## config.mk

```make
export PLATFORM = sky130hd
export DESIGN_NAME = tour_monitor
export DESIGN_NICKNAME = d
export VERILOG_FILES = /design/src/rtl/tour_monitor.sv
export SDC_FILE = /design/constraint.sdc
export NUM_CORES = 1
export LEC_CHECK = 0
export ABC_AREA = 1
export BUFFER_PORTS_ARGS = -buffer_cell sky130_fd_sc_hd__buf_2
export CORE_ASPECT_RATIO = 0.7
export CORE_MARGIN = 2
export CORE_UTILIZATION = 40
export CTS_CLUSTER_SIZE = 16
export DETAILED_ROUTE_END_ITERATION = 8
export GPL_TIMING_DRIVEN = 0
export PLACE_DENSITY = 0.65
export SETUP_SLACK_MARGIN = 0.5
export SYNTH_ARGS = -nofsm -noshare
export SYNTH_HDL_FRONTEND = slang
export SYNTH_SLANG_ARGS = --single-unit
```

## constraint.sdc

```tcl
create_clock -name clk -period 3 [get_ports clk]
set_input_delay 0.3 -clock clk [delete_from_list [all_inputs] [get_ports clk]]
set_output_delay 0.3 -clock clk [all_outputs]
set_load 0.02 [all_outputs]
```

## src/rtl/tour_monitor.sv

```systemverilog
// Knight's Tour run monitor: decodes one-hot moves, predicts the next board
// position, checks reported xx/yy per response and latches the first error code.
module tour_monitor #(
  parameter int unsigned       BOARD    = 5,
  parameter int unsigned       POS_W    = 15,
  parameter int unsigned       SQ_SHIFT = 12,
  parameter logic [POS_W-1:0]  TOL      = 'h0300,
  parameter int unsigned       TIMEOUT  = 1_000_000,
  parameter int unsigned       CHK_MODE = 1
) (
  input  logic                            clk,
  input  logic                            RST_n,
  input  logic                            clr,
  input  logic [7:0]                      move,
  input  logic                            move_vld,
  input  logic [POS_W-1:0]                xx,
  input  logic [POS_W-1:0]                yy,
  input  logic [7:0]                      resp,
  input  logic                            resp_rdy,
  output logic                            busy,
  output logic                            done,
  output logic                            err,
  output logic [2:0]                      err_code,
  output logic [$clog2(BOARD*BOARD)-1:0]  move_cnt
);

  localparam int unsigned EW = POS_W + 2;
  localparam int unsigned MW = $clog2(BOARD*BOARD);
  localparam int unsigned TW = (TIMEOUT > 1) ? $clog2(TIMEOUT) : 1;

  localparam logic [MW-1:0]        LAST   = MW'(BOARD*BOARD - 1);
  localparam logic [TW-1:0]        T_TERM = TW'(TIMEOUT - 1);
  localparam logic signed [EW-1:0] MAX_SQ = EW'(BOARD - 1);
  localparam logic [EW-1:0]        TOL_X  = EW'(TOL);

  typedef enum logic [2:0] {IDLE, ARMED, WAIT_RESP, DONE, ERROR} state_t;

  state_t                 state, state_nxt;
  logic signed [EW-1:0]   exp_x, exp_y, exp_x_nxt, exp_y_nxt;
  logic                   leg, leg_nxt;
  logic [TW-1:0]          tcnt, tcnt_nxt;
  logic [MW-1:0]          cnt_nxt, cnt_inc;
  logic [2:0]             code_nxt, fault;

  logic signed [2:0]      dx, dy;
  logic signed [EW-1:0]   pos_x, pos_y, cap_x, cap_y, sq_x, sq_y;
  logic signed [EW-1:0]   dif_x, dif_y;
  logic [EW-1:0]          abs_x, abs_y;
  logic                   one_hot, off_board, pass_x, pass_y, chk_x, chk_y;

  always_comb begin
    dx = '0;
    dy = '0;
    case (move)
      8'h01:   begin dx =  3'sd1; dy =  3'sd2; end
      8'h02:   begin dx = -3'sd1; dy =  3'sd2; end
      8'h04:   begin dx = -3'sd2; dy =  3'sd1; end
      8'h08:   begin dx = -3'sd2; dy = -3'sd1; end
      8'h10:   begin dx = -3'sd1; dy = -3'sd2; end
      8'h20:   begin dx =  3'sd1; dy = -3'sd2; end
      8'h40:   begin dx =  3'sd2; dy = -3'sd1; end
      8'h80:   begin dx =  3'sd2; dy =  3'sd1; end
      default: begin dx = '0;     dy = '0;     end
    endcase
  end

  // Board coordinates are never negative, so xx/yy are widened as magnitudes;
  // this lets a 5x5 board at 0x1000 per square fit in 15 bits.
  assign pos_x     = $signed({2'b00, xx});
  assign pos_y     = $signed({2'b00, yy});
  assign one_hot   = $onehot(move);
  assign cap_x     = pos_x + (EW'(dx) <<< SQ_SHIFT);
  assign cap_y     = pos_y + (EW'(dy) <<< SQ_SHIFT);
  assign sq_x      = cap_x >>> SQ_SHIFT;
  assign sq_y      = cap_y >>> SQ_SHIFT;
  assign off_board = sq_x[EW-1] || (sq_x > MAX_SQ) || sq_y[EW-1] || (sq_y > MAX_SQ);

  assign dif_x  = exp_x - pos_x;
  assign dif_y  = exp_y - pos_y;
  assign abs_x  = dif_x[EW-1] ? -dif_x : dif_x;
  assign abs_y  = dif_y[EW-1] ? -dif_y : dif_y;
  assign pass_x = abs_x < TOL_X;
  assign pass_y = abs_y < TOL_X;
  assign chk_y  = (CHK_MODE == 0) || !leg;
  assign chk_x  = (CHK_MODE == 0) || leg;
  assign cnt_inc = move_cnt + 1'b1;

  always_ff @(posedge clk or negedge RST_n) begin
    if (!RST_n) begin
      state    <= IDLE;
      exp_x    <= '0;
      exp_y    <= '0;
      leg      <= 1'b0;
      tcnt     <= '0;
      move_cnt <= '0;
      err_code <= '0;
    end else begin
      state    <= state_nxt;
      exp_x    <= exp_x_nxt;
      exp_y    <= exp_y_nxt;
      leg      <= leg_nxt;
      tcnt     <= tcnt_nxt;
      move_cnt <= cnt_nxt;
      err_code <= code_nxt;
    end
  end

  // Error sources are tested in ascending code order so the lowest code wins.
  always_comb begin
    state_nxt = state;
    exp_x_nxt = exp_x;
    exp_y_nxt = exp_y;
    leg_nxt   = leg;
    tcnt_nxt  = tcnt;
    cnt_nxt   = move_cnt;
    code_nxt  = err_code;
    fault     = '0;
    if (clr) begin
      state_nxt = IDLE;
      exp_x_nxt = '0;
      exp_y_nxt = '0;
      leg_nxt   = 1'b0;
      tcnt_nxt  = '0;
      cnt_nxt   = '0;
      code_nxt  = '0;
    end else begin
      case (state)
        IDLE: begin
          if (resp_rdy && (resp == 8'h5A)) state_nxt = ARMED;
        end
        ARMED: begin
          if (move_vld && !one_hot)       fault = 3'd1;
          else if (move_vld && off_board) fault = 3'd2;
          else if (resp_rdy)              fault = 3'd7;
          if (fault != '0) begin
            state_nxt = ERROR;
            code_nxt  = fault;
          end else if (move_vld) begin
            state_nxt = WAIT_RESP;
            exp_x_nxt = cap_x;
            exp_y_nxt = cap_y;
            leg_nxt   = 1'b0;
            tcnt_nxt  = '0;
          end
        end
        WAIT_RESP: begin
          if (resp_rdy && chk_x && !pass_x)      fault = 3'd3;
          else if (resp_rdy && chk_y && !pass_y) fault = 3'd4;
          else if (resp_rdy && resp != 8'hA5)    fault = 3'd5;
          else if (!resp_rdy && tcnt == T_TERM)  fault = 3'd6;
          else if (move_vld)                     fault = 3'd7;
          if (fault != '0) begin
            state_nxt = ERROR;
            code_nxt  = fault;
          end else if (resp_rdy) begin
            tcnt_nxt = '0;
            if ((CHK_MODE != 0) && !leg) begin
              leg_nxt = 1'b1;
            end else begin
              leg_nxt   = 1'b0;
              cnt_nxt   = cnt_inc;
              state_nxt = (cnt_inc == LAST) ? DONE : ARMED;
            end
          end else begin
            tcnt_nxt = tcnt + 1'b1;
          end
        end
        DONE:    state_nxt = DONE;
        ERROR:   state_nxt = ERROR;
        default: state_nxt = IDLE;
      endcase
    end
  end

  always_comb begin
    busy = (state == ARMED) || (state == WAIT_RESP);
    done = (state == DONE);
    err  = (state == ERROR);
  end

endmodule

```

# [Yosys cells after proc, flatten, opt, wreduce, memory -nomap -nowiden]
# Cells that the tools add are included.
[totals] elab_cells=151 out_inout_bits=11 in_bits=51 register_bits=66
[classes] addsub=15 order_cmp=4 muxes=55 eq_ne=29 reduce_logical=41
[ops] cell="17-bit two-way mux" n=10
[ops] cell="20-bit two-way mux" n=5
[ops] cell="3-bit two-way mux" n=22
[ops] cell="20-bit one-hot mux with 2 select lines" n=1
[ops] cell="16-bit by 15-bit adder with 17-bit output" n=2
[ops] cell="17-bit by 10-bit less-than comparator with 1-bit output (second input constant)" n=2
[ops] cell="17-bit negator" n=2
[ops] cell="17-bit by 16-bit subtractor with 17-bit output" n=2
[ops] cell="5-bit two-way mux" n=5
[ops] cell="3-bit one-hot mux with 4 select lines" n=2
[ops] cell="3-bit inequality test (second input constant)" n=7
[ops] cell="20-bit by 1-bit adder with 20-bit output (second input constant)" n=1
[ops] cell="20-bit equality test (second input constant)" n=1
[ops] cell="8-bit by 7-bit equality test with 1-bit output (second input constant)" n=2
[ops] cell="2-bit OR reduction" n=8
[ops] cell="3-bit one-hot mux with 5 select lines" n=1
[ops] cell="4-bit inequality test (second input constant)" n=3
[ops] cell="4-bit AND reduction" n=3
[ops] cell="5-bit by 4-bit > comparator with 1-bit output (second input constant)" n=2
[ops] cell="2-bit nonzero test" n=5
[ops] cell="1-bit logical AND" n=9
[ops] cell="3-bit nonzero test" n=3
[ops] cell="1-bit by 1-bit adder with 2-bit output" n=4
[ops] cell="8-bit by 1-bit equality test with 1-bit output (second input constant)" n=1
[ops] cell="other kinds (25)" n=41

# [Longest topological paths before layout]
# Gate-level depths: netlist of the first run.
[depth] ltp_word=17 ltp_mapped=29

# [Worst setup path before layout of the first run]
# No wires, ideal clock.
[synth_path] kind="input to register" start="input port move[0]" end="register tcnt[16]" setup_ns=0.124 required_ns=2.876 stages=20 slack_ns=-0.744 arrival_ns=3.620 path_buffers=1 cell_sequence="fa_1 -> inv_1 -> fa_1 -> fa_1 -> inv_1 -> ha_1 -> fa_1 -> o21ai_0 -> nand3b_1 -> nand2_1 -> inv_1 -> nor2_2 -> nand2_2 -> nor2_4 -> nor2_2 -> nand2_1 -> nand2_4 -> buf_6 -> nand2_2 -> o21ai_2"
[synth_between] elab_chain_cells=16 word_cells_on_any_way=39 classes_between="5 x add/sub; 2 x order compare; 10 x eq/ne; 6 x mux; 16 x reduce/logical"
[synth_lines] item="start: declaration" line_no="14" source="input logic [7:0] move,"
[synth_lines] item="8-bit equality test (tied with other cells)" line_no="54" source="case (move)"
[synth_lines] item="2-bit OR reduction (no source line)"
[synth_lines] item="3-bit one-hot mux with 4 select lines" line_no="54"
[synth_lines] item="16-bit by 15-bit adder with 17-bit output" line_no="72" source="assign cap_x = pos_x + (EW'(dx) <<< SQ_SHIFT);"
[synth_lines] item="5-bit by 4-bit > comparator with 1-bit output" line_no="76" source="assign off_board = sq_x[EW-1] || (sq_x > MAX_SQ) || sq_y[EW-1] || (sq_y > MAX_SQ);"
[synth_lines] item="1-bit logical OR (3 in series)" line_no="76"
[synth_lines] item="1-bit logical AND" line_no="133" source="else if (move_vld && off_board) fault = 3'd2;"
[synth_lines] item="3-bit two-way mux" line_no="133"
[synth_lines] item="3-bit two-way mux (*)" line_no="132" source="if (move_vld && !one_hot) fault = 3'd1;"
[synth_lines] item="3-bit two-way mux (*)" line_no="127" source="case (state)"
[synth_lines] item="3-bit two-way mux (*)" line_no="118" source="if (clr) begin"
[synth_lines] item="3-bit nonzero test (*)" line_no="135" source="if (fault != '0) begin"
[synth_lines] item="3-bit inequality test (no source line) (*)"
[synth_lines] item="4-bit AND reduction (no source line) (*)"
[synth_lines] item="end signal: assignment" line_no="102" source="tcnt <= tcnt_nxt;"
[synth_lines] item="end: declaration" line_no="41" source="logic [TW-1:0] tcnt, tcnt_nxt;"
# Mark *: on every way between the ends. The rest lies on a longest branch, timed or not. The select of a mux whose other input is x is not followed.
# A chain may end at the register's enable or synchronous reset.

# [Worst setup path in the final report of the first run]
[layout_path] start="input port move[0]" end="register tcnt[7]"
# The elaborated chain is that of the path after synthesis.

==> results of run 1 <==
[logic make-up (layout without fill, tap and decap cells)]
| logic type | after synthesis | count (layout) | synth area share [%] |
|---|---|---|---|
| AO/OA/AOI/OAI | 100 | 100 | 8.54 |
| XOR/XNOR | 25 | 25 | 3.02 |
| adder cells (fa/ha/maj) | 55 | 55 | 10.3 |
| buffers and inverters | 212 | 329 | 11.7 |
| flip-flops | 66 | 66 | 22.8 |
| AND/OR/NAND/NOR | 684 | 684 | 43.6 |
[routing by layer]
metal / GRT usage (%) / vias to the layer above / wire length, µm
met2: 32.6 / 237 / 8140
met5: 0 / - / 0
met4: 4.58 / 0 / 246
met3: 3.94 / 23 / 1340
met1: 33.8 / 3392 / 10800
li1: - / 3843 / -
[area by class of cell]
type	instances	area, µm²	share of cell area (%)
plain buffers	18	220	2.44
clock buffers	11	243	2.69
clock inverters	5	37.5	0.416
inverters	194	736	8.16
multi-input cells	864	5080	56.3
flip-flops and latches	66	1650	18.3
well taps	236	295	3.27
repair buffers	101	758	8.41
[worst paths after layout]
path	slack (ns)	endpoint	from
setup / recovery	-0.67	tcnt[7]	move[0]
hold / removal	0.20	exp_y[9]	yy[9]
setup reg to reg	-0.27	tcnt[16]	exp_y[0]
hold reg to reg	0.48	exp_x[12]	exp_x[12]
max in group asynchronous	2.01	exp_x[7]	RST_n
min in group asynchronous	0.43	tcnt[17]	RST_n
[flip-flops by register name, summed over array words and instances (netlist names)]
register  cells
chk_x         1
err_code      3
exp_x        17
exp_y        17
move_cnt      5
state         3
tcnt         20
[worst max-delay path, stage by stage]
cell	delay [ns]
buf_8	0.10
fa_1	0.53
inv_1	0.05
fa_1	0.45
fa_1	0.50
inv_1	0.05
ha_2	0.19
fa_2	0.52
nand3b_1	0.13
nand2_2	0.07
inv_2	0.08
nor2_4	0.04
nand2_2	0.08
nor2_4	0.05
buf_12	0.13
nor2_4	0.18
nand2_4	0.10
nand2_8	0.13
buf_8	0.17
o21ai_2	0.06
[placed cells by master (no fill, tap or decap), types with 16 or more instances in the layout]
cell and count:
dfrtp_1 66, inv_1 176, nor2_1 85, nand3_2 16, nand2_2 71, a21oi_1 31
buf_2 57, nand2_1 312, buf_4 26, nand4_1 24, nand3_1 98, xor2_1 18
o21ai_2 30, ha_1 42
[power by group through the flow]
stage | Sequential, mW | Clock, mW | Combinational, mW
4_1_cts | 0.941 | 1.08 | 0.847
5_1_grt | 0.944 | 1.11 | 1.02
2_1_floorplan | 0.961 | 0 | 0.515
3_5_place_dp | 0.956 | 0 | 0.738
3_3_place_gp | 0.957 | 0 | 0.727
6_report | 0.942 | 1.05 | 0.918
[repair_timing]
| action | in CTS | in global routing |
|---|---|---|
| pin swaps | 9 | 11 |
| buffers inserted | 27 | 7 |
| endpoints found under the hold margin | 28 | 0 |
| hold buffers | 1 | 0 |
| setup endpoints to repair | 66 | 66 |
| cloned | 3 | 2 |
| resized for setup | 81 | 51 |
==> results by group, run 1 <==
Power and ir drop
  – Comb power frac: around a third
  – Max VDD drop: around 0.00028 V
  – Seq pwr share: between 30% and 40%
  – Power Density: 323 nW/µm²
  – Sw power: roughly 1.0 mW
  – Total power: 2.91 mW
  – Static Leak: approximately 4.9 nW
  – Internal: 1.86 mW
  – Clock power share: about 36%
  – Switch share: 36.0%

Layout
  – Final Instance Area: 9020 µm²
  – Nets: about 1400
  – Final Util: roughly 50%
  – Fillers: ~1800
  – Share of cells above drive strength 1: approximately 25%
  – Diodes inserted: 0
  – Final cell count without fillers: between 1000 and 1500
  – Area delta synth->final: 24.4%

Logic synthesis
  – Synth unique cells: 46
  – Average size of a mapped cell: 6.35 µm²
  – Number of enable flip-flop cells after synthesis: 0
  – Synth warn: 0
  – Post-Syn Instances: ~1100
  – Top area cells in the synthesized netlist: dfrtp_1, nand2_1, inv_1, ha_1, nand3_1
  – Mapped Area: ~7200 µm²
  – Top-area cell type share of the netlist area: between 20% and 30%
  – Synth Flop Type: dfrtp_1
  – Post-synthesis async set-or-reset flop share: between 90% and 100%
  – Most frequent cells after synthesis: nand2_1, inv_1, nand3_1
  – Syn nets: about 1200
  – Post-synthesis sequential area ratio: a little under a quarter
  – Most frequent cell after synthesis: nand2_1
  – Synth area leader: dfrtp_1
  – #FFs+latches synth: 66

STA
  – Setup TNS: -36.68 ns
  – Min cycle time layout: between 3 and 4 ns
  – Final Hold Slack: about 0.20 ns
  – Slew headroom: 49.3%
  – Fmax achieved: around 0.27 GHz
  – Slew of the pin with the lowest slew margin: approximately 0.75 ns
  – Fin. max-slew vios: 0
  – Final period util: 122%
  – RSZ-0062 raised after global routing: yes
  – Final setup vio count: 66
  – Hold Fails Final Rpt: 0
  – Clk_skew: roughly 0.015 ns
  – Final setup margin: -0.675 ns

Clock network
  – Clk root buf: clkbuf_16
  – CTS tree: built
  – H-tree lvl count: 3
  – Max clock buf depth: 2
  – Clock Sinks: between 60 and 70
  – CTS buffer count: 9
  – Skew-Pair Late Insertion Delay: 0.36 ns
  – Clock transition at the registers of the reported paths: 0.07 ns

Die
  – Top Ports: 62
  – Die Y: around 120 µm
  – Die Wd: approximately 160 µm
  – Core area: between 15000 and 20000 µm²
  – Die area: roughly 19000 µm²
  – Rows: just over 40
  – Starting Density: about 40%

Place
  – Detailed placement HPWL: between 15 and 20 mm
  – Placed Instances: around 1400
  – Port Buffers: 60
  – Placed Instance Area: a little under 8000 µm²
  – Worst slack, placed: -1.40 ns
  – Gpl congestion: between 0.8 and 0.9

Critical path
  – CP arrival: about 4 ns
  – Worst R2R Path Depth: 23
  – Top fanout value on the critical path: 10
  – WP data required: 3.24 ns
  – Crit end category: flip-flop
  – Crit Path Class: input port to flip-flop
  – CP startpoint kind: input port

Detailed routing
  – Total Routed Length: 20.5 mm
  – Post-DRT Antenna Nets: 0
  – Drt wl/cell: 13.7 µm
  – First-pass detailed-route iteration total: 7
  – Remaining DRCs: 0
  – 1st-iter DRT viols: between 500 and 600
  – Routed via count: ~7500
  – Via density: around 5.0

Global route
  – Total GRT Usage: between 20 and 25%
  – First-pass GRT wire length: between 30 and 40 mm
  – Initial antenna violation count: 0
  – Pin count of the biggest net entering global routing: 39
  – Congestion Overflow GR: 0
  – Vias in the first global route: between 6000 and 7000

Status
  – Status: finished with violations
  – Failing checks: setup timing

Worst hold path
  – HP Class: input port to flip-flop
  – Hold path depth: 3

Flow run
  – Max cap viols: 0
Note: power is estimated with default switching activity, not from simulation.
==> run 2: changes to the inputs <==
--- a/config.mk
+++ b/config.mk
@@ -15,6 +15,7 @@
 export GPL_TIMING_DRIVEN = 0
 export PLACE_DENSITY = 0.65
 export SETUP_SLACK_MARGIN = 0.5
+export SKIP_LAST_GASP = 1
 export SYNTH_ARGS = -nofsm -noshare
 export SYNTH_HDL_FRONTEND = slang
 export SYNTH_SLANG_ARGS = --single-unit
==> results by group, run 2 (same netlist as run 1, synthesis figures left out) <==
Worst hold path
  – HP Class: input port to flip-flop

STA
  – Slew of the pin with the lowest slew margin: 0.744 ns (-0.00624 ns)
  – Final period util: 122% (about the same)
  – Setup TNS: -36.79 ns (-0.106 ns)
  – RSZ-0062 raised after global routing: yes
  – Final Hold Slack: 0.195 ns (-0.00150 ns)
  – Fmax achieved: 0.272 GHz (about the same)
  – Final setup margin: -0.674 ns (+0.000770 ns)
  – Min cycle time layout: 3.67 ns (-0.000770 ns)
  – Hold Fails Final Rpt: 0 (unchanged)
  – Fin. max-slew vios: 0 (unchanged)
  – Clk_skew: 0.0174 ns (+0.00204 ns)
  – Slew headroom: 50.1% (+0.80 points)
  – Final setup vio count: 66 (unchanged)

Die
  – Top Ports: 62 (unchanged)
  – Die Y: 117 µm (unchanged)
  – Rows: 41 (unchanged)
  – Die area: 19200 µm² (unchanged)
  – Die Wd: 165 µm (unchanged)
  – Starting Density: 40.5% (unchanged)
  – Core area: 17900 µm² (unchanged)

Power and ir drop
  – Clock power share: 36.1% (about the same)
  – Comb power frac: 31.5% (about the same)
  – Switch share: 36.0% (-0.051 points)
  – Sw power: 1.05 mW (-0.24%)
  – Max VDD drop: 0.000280 V (+0.55%)
  – Seq pwr share: 32.4% (about the same)
  – Internal: 1.86 mW (about the same)
  – Static Leak: 4.86 nW (-0.21%)
  – Power Density: 323 nW/µm² (+0.14%)

Global route
  – First-pass GRT wire length: 33.8 mm (unchanged)
  – Vias in the first global route: 6847 (unchanged)
  – Initial antenna violation count: 0 (unchanged)
  – Congestion Overflow GR: 0 (unchanged)
  – Total GRT Usage: 22.2% (unchanged)
  – Pin count of the biggest net entering global routing: 39 (unchanged)

Clock network
  – H-tree lvl count: 3 (unchanged)
  – Clock transition at the registers of the reported paths: 0.07 ns (about the same)
  – CTS buffer count: 9 (unchanged)
  – Max clock buf depth: 2 (unchanged)
  – CTS tree: built
  – Skew-Pair Late Insertion Delay: 0.36 ns (about the same)
  – Clock Sinks: 66 (unchanged)
  – Clk root buf: clkbuf_16

Detailed routing
  – First-pass detailed-route iteration total: 7 (unchanged)
  – Via density: 5.02 (+0.11%)
  – Total Routed Length: 20.5 mm (-0.15%)
  – Drt wl/cell: 13.7 µm (-0.15%)
  – Post-DRT Antenna Nets: 0 (unchanged)
  – 1st-iter DRT viols: 568 (+4.8%)
  – Routed via count: 7503 (+0.11%)
  – Remaining DRCs: 0 (unchanged)

Layout
  – Largest Register: tcnt
  – Final Instance Area: 9000 µm² (-0.24%)
  – Diodes inserted: 0 (unchanged)
  – Final Util: 50.2% (-0.12 points)
  – Commonest cells after routing, fill and taps aside: nand2_1, inv_1, nand3_1
  – Largest regs: tcnt: 20 flops, exp_x: 17 flops, exp_y: 17 flops
  – Largest register FFs: 20 (unchanged)
  – Area delta synth->final: 24.1%
  – Nets: 1360 (unchanged)
  – Commonest non-fill, non-tap cell in the layout: nand2_1
  – Share of cells above drive strength 1: 24.8% (-0.48 points)

Critical path
  – WP data required: 3.24 ns (about the same)
  – CP startpoint kind: input port
  – CP arrival: 3.91 ns (about the same)
  – Crit end category: flip-flop
  – Top fanout value on the critical path: 10 (unchanged)
  – Crit Path Class: input port to flip-flop

Place
  – Worst slack, placed: -1.40 ns (unchanged)
  – Port Buffers: 60 (unchanged)
  – Detailed placement HPWL: 15.3 mm (unchanged)
  – Placed Instance Area: 7920 µm² (unchanged)
  – Gpl congestion: 0.894 (unchanged)

Flow run
  – Max cap viols: 0 (unchanged)

Status
  – Status: finished with violations
  – Failing checks: setup timing
run 2: critical path, stage by stage:
cell and delay (ns):
buf_8 0.10, fa_1 0.53, inv_1 0.05, fa_1 0.45, fa_1 0.50, inv_1 0.05
ha_2 0.19, fa_2 0.52, nand3b_1 0.13, nand2_2 0.07, inv_2 0.08, nor2_4 0.04
nand2_2 0.08, nor2_4 0.05, buf_12 0.13, nor2_4 0.18, nand2_4 0.10, nand2_8 0.13
buf_8 0.17, o21ai_2 0.06
run 2: layer usage:
layer  routed length [µm]  track usage (%)  vias to the layer above
met5                    0                0                        -
li1                     -                -                     3840
met3                 1420             3.94                       21
met4                  239             4.58                        0
met2                 8110             32.6                      242
met1                10700             33.8                     3400
run 2: repair_timing:
action,in CTS,in global routing
cloned,3,2
endpoints found under the setup margin,66,66
hold buffers,1,0
setup buffers,27,7
endpoints found under the hold margin,28,0
pin swaps,9,11
resized for setup,80,46
run 2: final cells by class:
type	count	area [µm²]
inverters	194	736
plain buffers	18	220
clock buffers	11	243
repair buffers	101	758
clock inverters	5	37.5
fillers	1786	8910
well taps	236	295
multi-input cells	864	5050
flip-flops and latches	66	1650
run 2: power by group through the flow:
stage / clock [mW] / combinational [mW] / sequential [mW]
6_report: 1.05 / 0.916 / 0.942
5_1_grt: 1.11 / 1.02 / 0.944
4_1_cts: 1.08 / 0.847 / 0.941
3_5_place_dp: 0 / 0.738 / 0.956
3_3_place_gp: 0 / 0.727 / 0.957
2_1_floorplan: 0 / 0.515 / 0.961
run 2: worst paths after layout:
kind / depth (start not counted) / end / from / slack, ns
setup / recovery: 20 / tcnt[7] / move[0] / -0.67
hold / removal: 3 / exp_y[9] / yy[9] / 0.19
setup reg to reg: 23 / tcnt[16] / exp_y[0] / -0.28
hold reg to reg: 2 / exp_x[12] / exp_x[12] / 0.48
max in group asynchronous: 3 / exp_x[7] / RST_n / 2.01
min in group asynchronous: 2 / tcnt[17] / RST_n / 0.43
run 2: per-stage QoR:
| stage | power [mW] | cells |
|---|---|---|
| after floorplan | 1.48 | 1142 |
| after global placement | 1.68 | 1438 |
| after detailed placement | 1.69 | 1439 |
| after CTS | 2.87 | 1486 |
| after global routing | 3.07 | 1495 |
| final | 2.91 | 1495 |
==> run 3: changes to the inputs <==
--- a/config.mk
+++ b/config.mk
@@ -6,14 +6,14 @@
 export NUM_CORES = 1
 export LEC_CHECK = 0
 export ABC_AREA = 1
-export BUFFER_PORTS_ARGS = -buffer_cell sky130_fd_sc_hd__buf_2
+export BUFFER_PORTS_ARGS = -buffer_cell sky130_fd_sc_hd__buf_4
 export CORE_ASPECT_RATIO = 0.7
 export CORE_MARGIN = 2
-export CORE_UTILIZATION = 40
+export CORE_UTILIZATION = 36
 export CTS_CLUSTER_SIZE = 16
 export DETAILED_ROUTE_END_ITERATION = 8
 export GPL_TIMING_DRIVEN = 0
-export PLACE_DENSITY = 0.65
+export PLACE_DENSITY = 0.61
 export SETUP_SLACK_MARGIN = 0.5
 export SKIP_LAST_GASP = 1
 export SYNTH_ARGS = -nofsm -noshare
==> results by group, run 3 (same netlist as run 1, synthesis figures left out) <==
Power and ir drop
  – Comb power frac: 27.3% (-4.2 points)
  – Seq pwr share: 29.6% (-2.8 points)
  – Total power: 3.18 mW (+9.3%)
  – Power Density: 352 nW/µm² (+9.0%)
  – Switch share: 31.5% (-4.4 points)
  – Clock power share: 43.1% (+7.0 points)
  – Sw power: 1.00 mW (-4.2%)
  – Static Leak: 4.87 nW (about the same)
  – Max VDD drop: 0.000235 V (-16%)
  – Internal: 2.18 mW (+17%)

Die
  – Die area: 21300 µm² (+11%)
  – Top Ports: 62 (unchanged)
  – Core area: 19800 µm² (+11%)
  – Rows: 43 (+4.9%)
  – Die Wd: 174 µm (+5.3%)
  – Die Y: 123 µm (+5.2%)
  – Starting Density: 36.6% (-3.9 points)

Layout
  – Diodes inserted: 0 (unchanged)
  – Commonest cells after routing, fill and taps aside: nand2_1, inv_1, nand3_1
  – Largest regs: tcnt: 20 flops, exp_x: 17 flops, exp_y: 17 flops
  – Largest Register: tcnt
  – Largest register FFs: 20 (unchanged)
  – Nets: 1346 (-1.0%)
  – Share of cells above drive strength 1: 23.5% (-1.3 points)
  – Commonest non-fill, non-tap cell in the layout: nand2_1
  – Area delta synth->final: 24.4%

Clock network
  – CTS buffer count: 9 (unchanged)
  – Clock Sinks: 66 (unchanged)
  – Clk root buf: clkbuf_16
  – Max clock buf depth: 2 (unchanged)
  – Clock transition at the registers of the reported paths: 0.06 ns (about the same)
  – Hold Buf Count CTS: 0 (-1)
  – H-tree lvl count: 3 (unchanged)
  – CTS tree: built
  – Skew-Pair Late Insertion Delay: 0.36 ns (about the same)

Detailed routing
  – Top routing layer in use: met4
  – Routed via count: 7369 (-1.8%)
  – Met3 WL post-DR: 1.10 mm (-23%)
  – Post-DRT Antenna Nets: 0 (unchanged)
  – Via density: 4.86 (-3.1%)
  – Wire length on met2: 7.97 mm (-1.8%)
  – Drt wl/cell: 13.4 µm (-1.8%)
  – 1st-iter DRT viols: 483 (-15%)
  – WL met1: 11.1 mm (+3.6%)
  – Total Routed Length: 20.4 mm (-0.47%)
  – Remaining DRCs: 0 (unchanged)
  – First-pass detailed-route iteration total: 5 (-2)

STA
  – Fin. max-slew vios: 0 (unchanged)
  – Final setup margin: -0.596 ns (+0.0776 ns)
  – Final Hold Slack: 0.0902 ns (-0.104 ns)
  – Slew headroom: 39.1% (-11 points)
  – RSZ-0062 raised after global routing: yes
  – Fmax achieved: 0.278 GHz (+2.2%)
  – Slew of the pin with the lowest slew margin: 0.913 ns (+0.169 ns)
  – Clk_skew: 0.0139 ns (-0.00349 ns)
  – Hold Fails Final Rpt: 0 (unchanged)
  – Final period util: 120% (-2.6 points)
  – Final setup vio count: 66 (unchanged)
  – Min cycle time layout: 3.60 ns (-0.0776 ns)

Critical path
  – CP arrival: 3.86 ns (-0.05 ns)
  – Crit end category: flip-flop
  – Crit Path Class: input port to flip-flop
  – WP data required: 3.27 ns (+0.03 ns)
  – Top fanout value on the critical path: 7 (-3)
  – CP startpoint kind: input port

Place
  – Port Buffers: 60 (unchanged)
  – Gpl congestion: 0.888 (-0.67%)
  – Detailed placement HPWL: 15.8 mm (+2.9%)

Global route
  – Vias in the first global route: 6654 (-2.8%)
  – Initial antenna violation count: 0 (unchanged)
  – Congestion Overflow GR: 0 (unchanged)
  – First-pass GRT wire length: 33.4 mm (-1.2%)
  – Total GRT Usage: 19.4% (-2.8 points)
  – Pin count of the biggest net entering global routing: 67 (+72%)

Status
  – Status: finished with violations
  – Failing checks: setup timing

Worst hold path
  – HP Class: input port to asynchronous set/reset pin

Flow run
  – Max cap viols: 0 (unchanged)
[run 3: cell types whose count changed in the layout (fill, tap and decap cells not counted), moves of 5 or more]
| cell | delta |
|---|---|
| buf_2 | -56 |
| buf_4 | +54 |
| buf_6 | -5 |
| nand2_1 | +6 |
| nand3_1 | +7 |
| nand3_2 | -5 |
| o21ai_1 | -13 |
| o21ai_2 | +14 |
[run 3: metal layers]
metal  vias to the layer above  GRT usage (%)
li1                       3819              -
met1                      3339           30.5
met2                       193           28.2
met3                        18           2.32
met4                         0           3.89
met5                         -              0
[run 3: worst paths after layout]
| path | cells after the start | start | slack, ns | endpoint |
|---|---|---|---|---|
| max reg2reg | 29 | exp_x[0] | -0.29 | err_code[2] |
| min | 1 | RST_n | 0.09 | tcnt[17] |
| max | 19 | move[0] | -0.60 | exp_y[1] |
| min reg2reg | 2 | exp_x[10] | 0.49 | exp_x[10] |
| min in group clk | 2 | clr | 0.18 | state[2] |
| max in group asynchronous | 1 | RST_n | 2.33 | exp_x[15] |
[run 3: area by class of cell]
cell class | count | area [µm²]
Buffer | 18 | 213
Clock inverter | 6 | 136
Inverter | 194 | 731
Multi-Input combinational cell | 864 | 5000
Fill cell | 2113 | 10800
Clock buffer | 10 | 239
Sequential cell | 66 | 1650
Timing Repair Buffer | 87 | 709
Tap cell | 270 | 338
[run 3: per-stage QoR]
| step | area (µm²) | instances | utilization (%) | worst slack [ns] | TNS [ns] |
|---|---|---|---|---|---|
| 2_1_floorplan | 7300 | 1142 | - | -0.651 | -33.47 |
| 3_3_place_gp | 8090 | 1472 | 40.9 | -1.33 | -69.31 |
| 3_5_place_dp | 8090 | 1472 | 40.9 | -1.36 | -70.46 |
| 4_1_cts | 8780 | 1503 | 44.3 | -0.551 | -30.95 |
| 5_1_grt | 9020 | 1515 | 45.6 | -0.774 | -46.64 |
| 6_report | 9020 | 1515 | 45.6 | -0.596 | -33.75 |
[run 3: what timing repair did]
item	4_1_cts	5_1_grt
endpoints found under the setup margin	66	66
pin swaps	12	18
gates resized for setup	50	45
buffers inserted	14	11
cloned	1	1
[run 3: power groups by stage]
stage | clock [mW] | sequential, mW | combinational (mW)
after detailed placement | 0 | 0.958 | 0.765
after CTS | 1.40 | 0.942 | 0.838
after global routing | 1.43 | 0.945 | 0.975
after floorplan | 0 | 0.961 | 0.515
final | 1.37 | 0.943 | 0.868
after global placement | 0 | 0.957 | 0.759
[run 3: critical path, cell delays in order]
cell and delay (ns):
buf_8 0.10, fa_1 0.52, inv_1 0.05, fa_1 0.45, fa_1 0.49, inv_1 0.04, ha_2 0.19, fa_2 0.34
o21ai_2 0.14, nand3b_1 0.11, nand2_2 0.09, inv_2 0.05, nor2_4 0.09, nand2_2 0.08, nor2_4 0.22, buf_12 0.14
nand2_8 0.10, clkbuf_16 0.21, o22ai_4 0.14
